[src/rtl/XT_UART.sv]
// rtl/XT_UART.sv - shared types for the UART TX feeder
package XT_UART;

    typedef logic [7:0] uart_byte_t;

    typedef enum logic [1:0] {
        IDLE,
        ISSUE,
        WAIT_BUSY,
        WAIT_DONE
    } feeder_state_t;

endpackage

[src/rtl/sync_fifo.sv]
// rtl/sync_fifo.sv - single-clock FIFO with flush and occupancy count
module sync_fifo #(
    parameter int WIDTH = 8,
    parameter int DEPTH = 8
) (
    input  logic                   clk_i,
    input  logic                   rst_n_i,
    input  logic                   push_i,
    input  logic [WIDTH-1:0]       wdata_i,
    input  logic                   pop_i,
    input  logic                   flush_i,
    output logic [WIDTH-1:0]       rdata_o,
    output logic [$clog2(DEPTH):0] level_o,
    output logic                   full_o,
    output logic                   empty_o
);

    localparam int AW = $clog2(DEPTH);

    logic [WIDTH-1:0] mem_q [DEPTH];
    logic [AW-1:0]    wr_ptr_q;
    logic [AW-1:0]    rd_ptr_q;
    logic [AW:0]      level_q;
    logic             do_push;
    logic             do_pop;

    assign full_o  = (level_q == (AW+1)'(DEPTH));
    assign empty_o = (level_q == '0);
    assign level_o = level_q;
    assign rdata_o = mem_q[rd_ptr_q];

    // A push on a full FIFO is refused even when a pop frees a slot this cycle.
    assign do_push = push_i && !full_o;
    assign do_pop  = pop_i && !empty_o;

    always_ff @(posedge clk_i) begin
        if (do_push && !flush_i) begin
            mem_q[wr_ptr_q] <= wdata_i;
        end
    end

    always_ff @(posedge clk_i) begin
        if (!rst_n_i || flush_i) begin
            wr_ptr_q <= '0;
            rd_ptr_q <= '0;
            level_q  <= '0;
        end else begin
            if (do_push) begin
                wr_ptr_q <= wr_ptr_q + 1'b1;
            end
            if (do_pop) begin
                rd_ptr_q <= rd_ptr_q + 1'b1;
            end
            case ({do_push, do_pop})
                2'b10:   level_q <= level_q + 1'b1;
                2'b01:   level_q <= level_q - 1'b1;
                default: level_q <= level_q;
            endcase
        end
    end

endmodule

[src/rtl/uart_tx_feeder.sv]
// rtl/uart_tx_feeder.sv - byte queue that paces writes into the UART TX register
module uart_tx_feeder
    import XT_UART::*;
#(
    parameter int DEPTH        = 8,
    parameter int BUSY_TIMEOUT = 15
) (
    input  logic                   hb_clk,
    input  logic                   rst_n,
    input  logic                   s_valid,
    input  logic [7:0]             s_data,
    output logic                   s_ready,
    input  logic                   flush,
    input  logic                   uart_tx_ready,
    output logic                   uart_wen,
    output logic [7:0]             uart_wdata,
    output logic [$clog2(DEPTH):0] level,
    output logic                   empty,
    output logic                   idle,
    output logic                   byte_done,
    output logic                   timeout_err
);

    localparam int TW = $clog2(BUSY_TIMEOUT + 1);

    feeder_state_t state_q;
    logic [TW-1:0] timer_q;
    logic          wen_q;
    uart_byte_t    wdata_q;
    logic          done_q;
    logic          terr_q;
    logic          full;
    logic          push;
    logic          pop;
    uart_byte_t    head;

    assign s_ready = !full && !flush;
    assign push    = s_valid && s_ready;
    // Popping during a flush would issue a byte the flush is meant to drop.
    assign pop     = (state_q == IDLE) && !empty && uart_tx_ready && !flush;

    sync_fifo #(
        .WIDTH (8),
        .DEPTH (DEPTH)
    ) u_fifo (
        .clk_i   (hb_clk),
        .rst_n_i (rst_n),
        .push_i  (push),
        .wdata_i (s_data),
        .pop_i   (pop),
        .flush_i (flush),
        .rdata_o (head),
        .level_o (level),
        .full_o  (full),
        .empty_o (empty)
    );

    always_ff @(posedge hb_clk) begin
        if (!rst_n) begin
            state_q <= IDLE;
            timer_q <= '0;
            wen_q   <= 1'b0;
            wdata_q <= '0;
            done_q  <= 1'b0;
            terr_q  <= 1'b0;
        end else begin
            wen_q  <= 1'b0;
            done_q <= 1'b0;
            if (flush) begin
                terr_q <= 1'b0;
            end
            case (state_q)
                IDLE: begin
                    if (pop) begin
                        state_q <= ISSUE;
                        wen_q   <= 1'b1;
                        wdata_q <= head;
                    end
                end
                ISSUE: begin
                    state_q <= WAIT_BUSY;
                    timer_q <= '0;
                end
                WAIT_BUSY: begin
                    if (!uart_tx_ready) begin
                        state_q <= WAIT_DONE;
                    end else if (timer_q == TW'(BUSY_TIMEOUT)) begin
                        // UART never acknowledged the write: the byte is lost.
                        state_q <= IDLE;
                        if (!flush) begin
                            terr_q <= 1'b1;
                        end
                    end else begin
                        timer_q <= timer_q + 1'b1;
                    end
                end
                WAIT_DONE: begin
                    if (uart_tx_ready) begin
                        state_q <= IDLE;
                        done_q  <= 1'b1;
                    end
                end
                default: state_q <= IDLE;
            endcase
        end
    end

    assign uart_wen    = wen_q;
    assign uart_wdata  = wdata_q;
    assign byte_done   = done_q;
    assign timeout_err = terr_q;
    assign idle        = empty && (state_q == IDLE);

endmodule

[config.mk]
export PLATFORM = sky130hd
export DESIGN_NAME = uart_tx_feeder
export DESIGN_NICKNAME = d
export VERILOG_FILES = /design/src/rtl/XT_UART.sv /design/src/rtl/sync_fifo.sv /design/src/rtl/uart_tx_feeder.sv
export SDC_FILE = /design/constraint.sdc
export NUM_CORES = 1
export LEC_CHECK = 0
export BUFFER_PORTS_ARGS = -buffer_cell sky130_fd_sc_hd__buf_2
export CAP_MARGIN = 5
export CELL_PAD_IN_SITES_DETAIL_PLACEMENT = 2
export CELL_PAD_IN_SITES_GLOBAL_PLACEMENT = 2
export CORE_MARGIN = 2
export CORE_UTILIZATION = 46
export DETAILED_ROUTE_END_ITERATION = 8
export PLACE_DENSITY_LB_ADDON = 0.1
export REMOVE_ABC_BUFFERS = 1
export SYNTH_ARGS = -nofsm -noshare
export SYNTH_HDL_FRONTEND = slang
export SYNTH_SLANG_ARGS = --single-unit
[constraint.sdc]
create_clock -name hb_clk -period 6.6 [get_ports hb_clk]
set_input_delay 0.33 -clock hb_clk [delete_from_list [all_inputs] [get_ports hb_clk]]
set_output_delay 0.33 -clock hb_clk [all_outputs]
set_load 0.1 [all_outputs]
==> results.yml, run 1 <==
status:
  status: "finished clean"
synth:
  synth_top_family_by_area: "simple AND/OR/NAND/NOR gates"
  synth_fa_ha_area_share_pct: 2.58
  synth_edf_count: 64
  synthArstFlopShare_pct: 0
  syn_inst: 247
  synth_cell_type_count: 48
  synth-simple-area-share_pct: 10.2
  synth_ff_type: "edfxtp_1"
  synth_compound_area_share_pct: 6.05
  synth_area_sq_um: 3680
  yosysWarnings: 0
  ys_seq_elements: 91
  synthMuxAreaShare_pct: 10.1
  synth_xor_xnor_area_share_pct: 1.63
  ys_seq_area_share_pct: 66.8
  syn_area_per_cell_sq_um: 14.9
sta:
  hold_viol_final: 0
  whs_ns: 0.234
  slew_violations: 0
  fin_skew_ns: 0.0153
  worst_pin_slew_ns: 1.03
  tns_ns: 0
  slew_headroom_pct: 31.1
  rsz0062_at_grt: "false"
  min_period_ns: 2.65
  fin_crit_sh_pct: 40.2
  timing.fmax_ghz: 0.377
  setup_viol: 0
critical_path:
  cp.arrival_ns: 2.92
  startpoint_type: "flop"
  cpMostUsedCell: "ha_1"
  end_kind: "flop"
  cp.required_ns: 6.87
  critPathKind: "reg2reg"
  slowest_delay_ns: 0.59
  crit_chain: "or4_4, and2_4, ha_1, ha_1, nand3_1, a211oi_1, o21ai_0, o31ai_1"
  slowest_stage: "or4_4"
  crit_path_max_fanout: 20
power_and_ir_drop:
  p_clk_share_pct: 36.4
  powerDensity_nw_per_um2: 257
  internal-power_w: 0.000806
  p_total_w: 0.00106
  pwr-share-comb_pct: 5.2
  switching_share_pct: 23.8
  leakagePower_nw: 1.43
  seq_power_share_pct: 58.4
  p_sw_w: 0.000252
  vdd_ir_drop_max_mv: 0.141
cts:
  cts_buffers: 9
  clkLatencyLatePin_ns: 0.36
  cts_buffer_depth: 2
  root_buffer: "clkbuf_8"
  cts_setup_buffers: 0
  cts_resized: 0
  cts_tree: "built"
  h-tree-depth: 3
  clock-sinks: 91
  cts.hold.buffers_added: 0
  clkTransAtPathRegs_ns: 0.09
cells_and_area:
  layout_commonest_cell: "edfxtp_1"
  drive_gt1_share_pct: 26.1
  synthToLayoutAreaGrowth_pct: 11.6
  finalInstanceArea_sq_um: 4110
  n_antenna_cell: 0
  instances_no_fill: 385
  final_cell_mix: "edfxtp_1 (64), buf_2 (30), dfxtp_1 (27)"
  fin_nets: 298
placed_design:
  dpl_cell_area_sq_um: 3910
  gp_congestion: 0.704
  io_buffers: 30
  hpwlAfterDp_microns: 5900
  dp_cells: 369
routing:
  route.detailed.wl_per_inst_microns: 23.3
  first_pass_iters: 4
  drt-initial-drc-count: 76
  detail-route-antenna-nets: 0
  routed_wl_microns: 8970
  via_count: 2168
  route.detailed.drc: 0
  via_per_inst: 5.63
floorplan:
  die-area_sq_um: 8740
  core_area_sq_um: 7730
  num_rows: 32
  pin_count: 31
  die_w_microns: 93.5
  start_util_pct: 47.7
  die_h_microns: 93.5
worst_hold_path:
  hold_path_class: "in2reg"
run:
  maxCapViolCount: 0
grt:
  first_global_vias: 2457
  grt-ovfl-total: 0
  grt.total_usage_pct: 22.4
  grt_max_degree: 21
  grt_pass1_wl_microns: 14000
  antenna_found_initial: 0
==> area by class of cell <==
cell class,count,area (sq um)
inverters,9,33.8
clock inverters,7,73.8
fillers,725,3620
clock buffers,9,124
multi-input cells,136,1130
well taps,102,128
flip-flops and latches,91,2460
repair buffers,31,158
==> synth_stat cells, types with 2 or more instances <==
cell type	count	share of area (%)
mux4_2	16	9.8
o21ai_0	3	0.41
nand2_1	22	2.2
o21ai_2	2	0.48
a21oi_1	6	0.82
buf_6	2	0.61
buf_4	2	0.41
and3_1	3	0.51
edfxtp_1	64	52
a31oi_1	9	1.5
nor2_1	19	1.9
clkbuf_1	4	0.41
nand3_1	3	0.41
nor2b_1	2	0.34
o21ai_1	6	0.82
dfxtp_1	27	15
inv_1	8	0.82
buf_1	2	0.20
nand2b_1	6	1.0
ha_1	6	2.0
xor2_1	4	0.95
nor3_1	5	0.68
==> state kept, by name (all words and copies together), names as in the netlist <==
name and flops:
u_fifo.level_o 4, timer_q 4, uart_wen 1, timeout_err 1, u_fifo.rd_ptr_q 3, u_fifo.mem_q 64, byte_done 1, uart_wdata 8
u_fifo.wr_ptr_q 3, state_q 2
==> stage by stage <==
step | worst slack, ns | utilization, %
6_report | 3.95 | 53.2
5_1_grt | 3.81 | 53.2
4_1_cts | 3.94 | 53.2
3_5_place_dp | 3.92 | 50.6
3_3_place_gp | 4.15 | 50.6
2_1_floorplan | 2.86 | -
==> worst max-delay path, delay by kind of cell (launching register included) <==
family	cells	cell delay (ns)
AND/OR/NAND/NOR	3	0.98
adder cells (fa/ha/maj)	2	0.66
flip-flops	1	0.37
AO/OA/AOI/OAI	3	0.56
==> metal layers <==
metal	up-vias	routed length [microns]	track usage, %
li1	993	-	-
met2	37	4850	40.5
met1	1130	3820	28.0
met3	8	200	2.90
met4	0	99	6.99
met5	-	0	0
==> power groups by stage <==
stage	combinational (W)	sequential (W)	clock, W
final	0.0000551	0.000618	0.000385
after global routing	0.0000588	0.000618	0.000411
after CTS	0.0000555	0.000618	0.000392
after detailed placement	0.0000552	0.000631	0
after global placement	0.0000526	0.000630	0
after floorplan	0.0000247	0.000641	0
==> cell families after synthesis <==
| group | count (synthesis) |
|---|---|
| compound gates | 35 |
| xor+xnor | 6 |
| fa+ha+maj | 7 |
| buf+inv | 20 |
| flops | 91 |
| mux | 17 |
| simple gates | 71 |
==> worst paths after layout <==
| kind | start | to | slack, ns | depth (start not counted) |
|---|---|---|---|---|
| max | u_fifo.level_o[3]$_SDFFE_PP0P_ | u_fifo.level_o[3]$_SDFFE_PP0P_ | 3.95 | 8 |
| max reg2reg | u_fifo.level_o[3]$_SDFFE_PP0P_ | u_fifo.level_o[3]$_SDFFE_PP0P_ | 3.95 | 8 |
| min | s_data[6] | u_fifo.mem_q[3][6]$_DFFE_PP_ | 0.23 | 1 |
| min reg2reg | timeout_err$_SDFF_PN0_ | timeout_err$_SDFF_PN0_ | 0.52 | 2 |
No activity file was read; power rests on OpenSTA's default activity.
==> run 2, diff against run 1 <==
--- a/config.mk
+++ b/config.mk
@@ -10,7 +10,7 @@
 export CELL_PAD_IN_SITES_DETAIL_PLACEMENT = 2
 export CELL_PAD_IN_SITES_GLOBAL_PLACEMENT = 2
 export CORE_MARGIN = 2
-export CORE_UTILIZATION = 46
+export CORE_UTILIZATION = 38
 export DETAILED_ROUTE_END_ITERATION = 8
 export PLACE_DENSITY_LB_ADDON = 0.1
 export REMOVE_ABC_BUFFERS = 1
==> constraint.sdc (replaced) <==
create_clock -name hb_clk -period 2.3 [get_ports hb_clk]
set_input_delay 0.115 -clock hb_clk [delete_from_list [all_inputs] [get_ports hb_clk]]
set_output_delay 0.115 -clock hb_clk [all_outputs]
set_load 0.1 [all_outputs]
==> run 2 against run 1 <==
- cell area rose by 5.5%
- critical path type unchanged
- critical path depth did not move
- flip-flop and latch count did not move
- hold slack got worse by 0.20 ns
- maximum frequency rose by 21%
- clock power rose to 2.8 times the previous value
- via count rose by 1.4%
- final cell count rose by 12%
- non-clock buffer count rose by 20
- global-route usage fell by 5.0 points
- combinational power rose to 3.1 times the previous value
- setup slack got worse by 3.8 ns
- largest power group unchanged
- highest routed layer unchanged
==> results.yml, run 2 (synthesis gave the netlist of run 1 again) <==
status:
  status: "finished clean"
floorplan:
  die-area_sq_um: 10500
  die_w_microns: 102
  core_area_sq_um: 9330
  num_rows: 35
  pin_count: 31
  start_util_pct: 39.5
  die_h_microns: 102
cts:
  root_buffer: "clkbuf_8"
  clkTransAtPathRegs_ns: 0.09
  clkLatencyLatePin_ns: 0.35
  h-tree-depth: 3
  cts_tree: "built"
  clock-sinks: 91
  cts_buffer_depth: 2
  cts_buffers: 9
routing:
  routed_wl_microns: 8370
  drt-initial-drc-count: 82
  route.detailed.wl_per_inst_microns: 19.4
  met1Wirelength_microns: 3930
  via_per_inst: 5.09
  first_pass_iters: 4
  detail-route-antenna-nets: 0
  route.detailed.drc: 0
  maxUsedRoutingLayer: "met4"
  via_count: 2199
  wl_met2_microns: 4230
  met3_length_microns: 145
sta:
  worst_pin_slew_ns: 0.581
  timing.fmax_ghz: 0.456
  setup_viol: 0
  setup_ws_ns: 0.105
  fin_crit_sh_pct: 95.5
  hold_viol_final: 0
  rsz0062_at_grt: "false"
  slew_headroom_pct: 61.2
  min_period_ns: 2.20
  slew_violations: 0
  fin_skew_ns: 0.00540
  tns_ns: 0
grt:
  grt-ovfl-total: 0
  grt.total_usage_pct: 17.4
  antenna_found_initial: 0
  grt_pass1_wl_microns: 13000
  grt_max_degree: 20
  first_global_vias: 2282
critical_path:
  end_kind: "flop"
  critPathKind: "reg2reg"
  startpoint_type: "flop"
  crit_path_max_fanout: 5
  reg2reg_setup_slack_ns: 0.10
  cp.required_ns: 2.53
  cp.arrival_ns: 2.43
placed_design:
  gp_congestion: 0.701
  dp_slack_ns: -0.128
  io_buffers: 30
  hpwlAfterDp_microns: 5570
cells_and_area:
  synthToLayoutAreaGrowth_pct: 17.7
  drive_gt1_share_pct: 32.7
  fillers: 908
  largest_reg_flops: 64
  final_cell_mix: "edfxtp_1 (64), buf_2 (30), dfxtp_1 (26)"
  fin_nets: 318
  layout_commonest_cell: "edfxtp_1"
  n_antenna_cell: 0
  largest_register: "u_fifo.mem_q"
worst_hold_path:
  hold_path_class: "in2reg"
power_and_ir_drop:
  leakagePower_nw: 1.52
  powerDensity_nw_per_um2: 698
  vdd_ir_drop_max_mv: 0.324
run:
  maxCapViolCount: 0
## run 2: cell types whose count changed in the layout (fill, tap and decap cells not counted), sizes merged
| cell | previous run | this run |
|---|---|---|
| buf | 31 | 51 |
| clkinv | 4 | 3 |
| inv | 11 | 8 |
| clkbuf | 9 | 10 |
| clkinvlp | 0 | 3 |
## run 2: repair_timing
action                     in CTS  in global routing
resized for setup               4                  4
setup endpoints to repair       3                  2
hold buffers                    0                  0
pin swaps                       0                  1
buffers inserted                0                  0
## run 2: final cells by class
cell class / instances / area (sq um) / share of cell area [%]
well taps: 129 / 161 / 3.72
repair buffers: 51 / 308 / 7.10
clock buffers: 10 / 138 / 3.17
inverters: 9 / 33.8 / 0.779
flip-flops and latches: 91 / 2460 / 56.8
multi-input cells: 136 / 1170 / 26.9
clock inverters: 6 / 65.1 / 1.50
## run 2: through the flow
stage | hold slack [ns] | util [%] | power [W] | std cells | area, sq um
2_1_floorplan | 0.214 | - | 0.00191 | 236 | 3620
3_3_place_gp | 0.387 | 43.8 | 0.00197 | 416 | 4090
3_5_place_dp | 0.400 | 43.8 | 0.00197 | 416 | 4090
4_1_cts | 0.0228 | 46.3 | 0.00307 | 432 | 4320
5_1_grt | 0.0367 | 46.5 | 0.00314 | 432 | 4340
6_report | 0.0345 | 46.5 | 0.00303 | 432 | 4340
## run 2: final timing paths
kind	from	to	cells past startpoint
setup reg to reg	u_fifo.level_o[3]$_SDFFE_PP0P_	u_fifo.level_o[3]$_SDFFE_PP0P_	8
hold reg to reg	timeout_err$_SDFF_PN0_	timeout_err$_SDFF_PN0_	2
setup / recovery	u_fifo.level_o[3]$_SDFFE_PP0P_	u_fifo.level_o[3]$_SDFFE_PP0P_	8
hold / removal	s_data[0]	u_fifo.mem_q[6][0]$_DFFE_PP_	1
## run 2: worst max-delay path, cell delays in order (launching register included)
cell and delay (ns):
dfxtp_2 0.35, or4_4 0.53, and2_4 0.17, ha_4 0.18, ha_1 0.29, nand3_2 0.11
and4b_1 0.21, o21ai_0 0.15, o31ai_1 0.10
## run 2: per-layer routing
| layer | vias to the layer above | global-route usage, % |
|---|---|---|
| met4 | 0 | 4.62 |
| met2 | 22 | 29.4 |
| met5 | - | 0 |
| met3 | 5 | 3.69 |
| met1 | 1144 | 22.9 |
| li1 | 1028 | - |
## run 2: power by group
| group | internal (W) | switching [W] |
|---|---|---|
| Sequential | 0.00176 | 0.00000625 |
| Clock | 0.000530 | 0.000560 |
| Combinational | 0.0000480 | 0.000122 |
==> run 3, diff against run 2 <==
--- a/config.mk
+++ b/config.mk
@@ -5,7 +5,7 @@
 export SDC_FILE = /design/constraint.sdc
 export NUM_CORES = 1
 export LEC_CHECK = 0
-export BUFFER_PORTS_ARGS = -buffer_cell sky130_fd_sc_hd__buf_2
+export BUFFER_PORTS_ARGS = -buffer_cell sky130_fd_sc_hd__buf_4
 export CAP_MARGIN = 5
 export CELL_PAD_IN_SITES_DETAIL_PLACEMENT = 2
 export CELL_PAD_IN_SITES_GLOBAL_PLACEMENT = 2
==> constraint.sdc (replaced) <==
create_clock -name hb_clk -period 2.3 [get_ports hb_clk]
set_input_delay 0.345 -clock hb_clk [delete_from_list [all_inputs] [get_ports hb_clk]]
set_output_delay 0.345 -clock hb_clk [all_outputs]
set_load 0.1 [all_outputs]
==> run 3 against run 2 <==
- maximum frequency hardly changed
- combinational power is 6% higher
- routed wire length is 4.3% higher
- critical path depth is 4 lower
- critical path type is now reg2out
- critical endpoint is now idle
==> results.yml, run 3 (synthesis gave the netlist of run 1 again) <==
power_and_ir_drop:
  leakagePower_nw: 1.55
  vdd_ir_drop_max_mv: 0.279
  pwr-share-comb_pct: 5.7
  seq_power_share_pct: 55.3
  switching_share_pct: 20.6
  internal-power_w: 0.00254
  powerDensity_nw_per_um2: 723
  p_clk_share_pct: 39.0
  p_sw_w: 0.000658
routing:
  routed_wl_microns: 8730
  detail-route-antenna-nets: 0
  via_count: 2203
  drt-initial-drc-count: 62
  route.detailed.wl_per_inst_microns: 20.3
  route.detailed.drc: 0
  via_per_inst: 5.12
  first_pass_iters: 4
cts:
  clock-sinks: 91
  cts_setup_buffers: 0
  clkLatencyLatePin_ns: 0.35
  h-tree-depth: 3
  cts_buffer_depth: 2
  cts.hold.buffers_added: 0
  clkTransAtPathRegs_ns: 0.08
  root_buffer: "clkbuf_8"
  cts_tree: "built"
  cts_buffers: 9
cells_and_area:
  multi_input_area_sq_um: 1170
  finalInstanceArea_sq_um: 4430
  n_antenna_cell: 0
  largest_register: "u_fifo.mem_q"
  final_cell_mix: "edfxtp_1 (64), buf_4 (49), dfxtp_1 (26)"
  synthToLayoutAreaGrowth_pct: 20.1
  fillers: 901
  layout_commonest_cell: "edfxtp_1"
  largest_reg_flops: 64
  instances_no_fill: 430
  seq_area_sq_um: 2460
  fin_nets: 316
  drive_gt1_share_pct: 31.6
worst_hold_path:
  hold_path_depth: 1
  hold_path_class: "in2reg"
  min-delay-start: "s_data[2]"
  hold_end: "u_fifo.mem_q[6][2]$_DFFE_PP_"
critical_path:
  slowest_stage: "or4_4"
  startpoint_type: "flop"
  reg2reg_setup_slack_ns: 0.14
  cp.arrival_ns: 1.85
  crit_path_max_fanout: 5
  end_kind: "output pin"
  crit_chain: "or4_4, buf_4, nor3_1, buf_4"
  slowest_delay_ns: 0.53
  timing.rr.end: "u_fifo.level_o[3]$_SDFFE_PP0P_"
  r2r-start: "u_fifo.level_o[3]$_SDFFE_PP0P_"
  cp.required_ns: 1.96
  cpMostUsedCell: "buf_4"
  crit_family: "simple AND/OR/NAND/NOR gates"
  reg2reg_depth: 8
  path_buf_inv: 2
  critPathKind: "reg2out"
floorplan:
  die_w_microns: 102
  core_area_sq_um: 9330
  die-area_sq_um: 10500
  start_util_pct: 39.5
  num_rows: 35
  pin_count: 31
  die_h_microns: 102
grt:
  grt_pass1_wl_microns: 13700
  first_global_vias: 2392
  grt-ovfl-total: 0
  grt_max_degree: 20
  grt.total_usage_pct: 18.3
  antenna_found_initial: 0
placed_design:
  dpl_cell_area_sq_um: 4150
  gp_congestion: 0.691
  io_buffers: 30
  dp_cells: 414
  hpwlAfterDp_microns: 5900
sta:
  slew_headroom_pct: 65.3
  slew_violations: 0
  timing.fmax_ghz: 0.455
  hold_viol_final: 0
  fin_skew_ns: 0.00866
  min_period_ns: 2.20
  worst_pin_slew_ns: 0.520
  rsz0062_at_grt: "false"
  fin_crit_sh_pct: 95.5
  setup_viol: 0
status:
  status: "finished clean"
run:
  maxCapViolCount: 0
-- run 3: how the worst max path moves through the flow --
| stage | startpoint | endpoint | depth (start not counted) |
|---|---|---|---|
| floorplan | u_fifo.level_o[0]$_SDFFE_PP0P_ | idle | 2 |
| global route | u_fifo.level_o[3]$_SDFFE_PP0P_ | idle | 4 |
| CTS | u_fifo.level_o[3]$_SDFFE_PP0P_ | u_fifo.level_o[3]$_SDFFE_PP0P_ | 8 |
| global placement | u_fifo.level_o[3]$_SDFFE_PP0P_ | u_fifo.level_o[3]$_SDFFE_PP0P_ | 8 |
| finish | u_fifo.level_o[3]$_SDFFE_PP0P_ | idle | 4 |
| detailed placement | u_fifo.level_o[3]$_SDFFE_PP0P_ | u_fifo.level_o[3]$_SDFFE_PP0P_ | 9 |
-- run 3: metal layers --
layer	GRT usage [%]	wire length, microns	vias to the layer above
met2	32.2	4660	23
met5	0	0	-
li1	-	-	1029
met3	3.49	181	7
met4	5.33	80	0
met1	22.9	3810	1144
-- run 3: area by class of cell --
type / instances / area share (%)
Timing Repair Buffer: 49 / 8.31
Tap cell: 129 / 3.65
Multi-Input combinational cell: 136 / 26.4
Inverter: 9 / 0.763
Clock buffer: 11 / 2.97
Sequential cell: 91 / 55.7
Clock inverter: 5 / 2.29
-- run 3: power groups by stage --
stage | Combinational (W) | Sequential, W | Clock, W
CTS | 0.000182 | 0.00177 | 0.00129
finish | 0.000181 | 0.00177 | 0.00125
detailed placement | 0.000181 | 0.00181 | 0
global placement | 0.000174 | 0.00181 | 0
global route | 0.000196 | 0.00177 | 0.00134
floorplan | 0.0000708 | 0.00184 | 0
-- run 3: stage by stage --
step	utilization, %	worst slack, ns	TNS, ns	hold WS [ns]	power, W
6_report	47.4	0.103	0	0.228	0.00320
3_3_place_gp	44.5	0.0144	0	0.450	0.00198
5_1_grt	47.4	0.00325	0	0.210	0.00331
3_5_place_dp	44.5	-0.155	-0.304	0.467	0.00199
4_1_cts	47.3	0.0289	0	0.203	0.00324
2_1_floorplan	-	-1.45	-17.92	0.444	0.00191
-- run 3: what timing repair did --
action | CTS | global route
setup endpoints to repair | 3 | 3
pin swaps | 0 | 1
gates resized for setup | 5 | 4
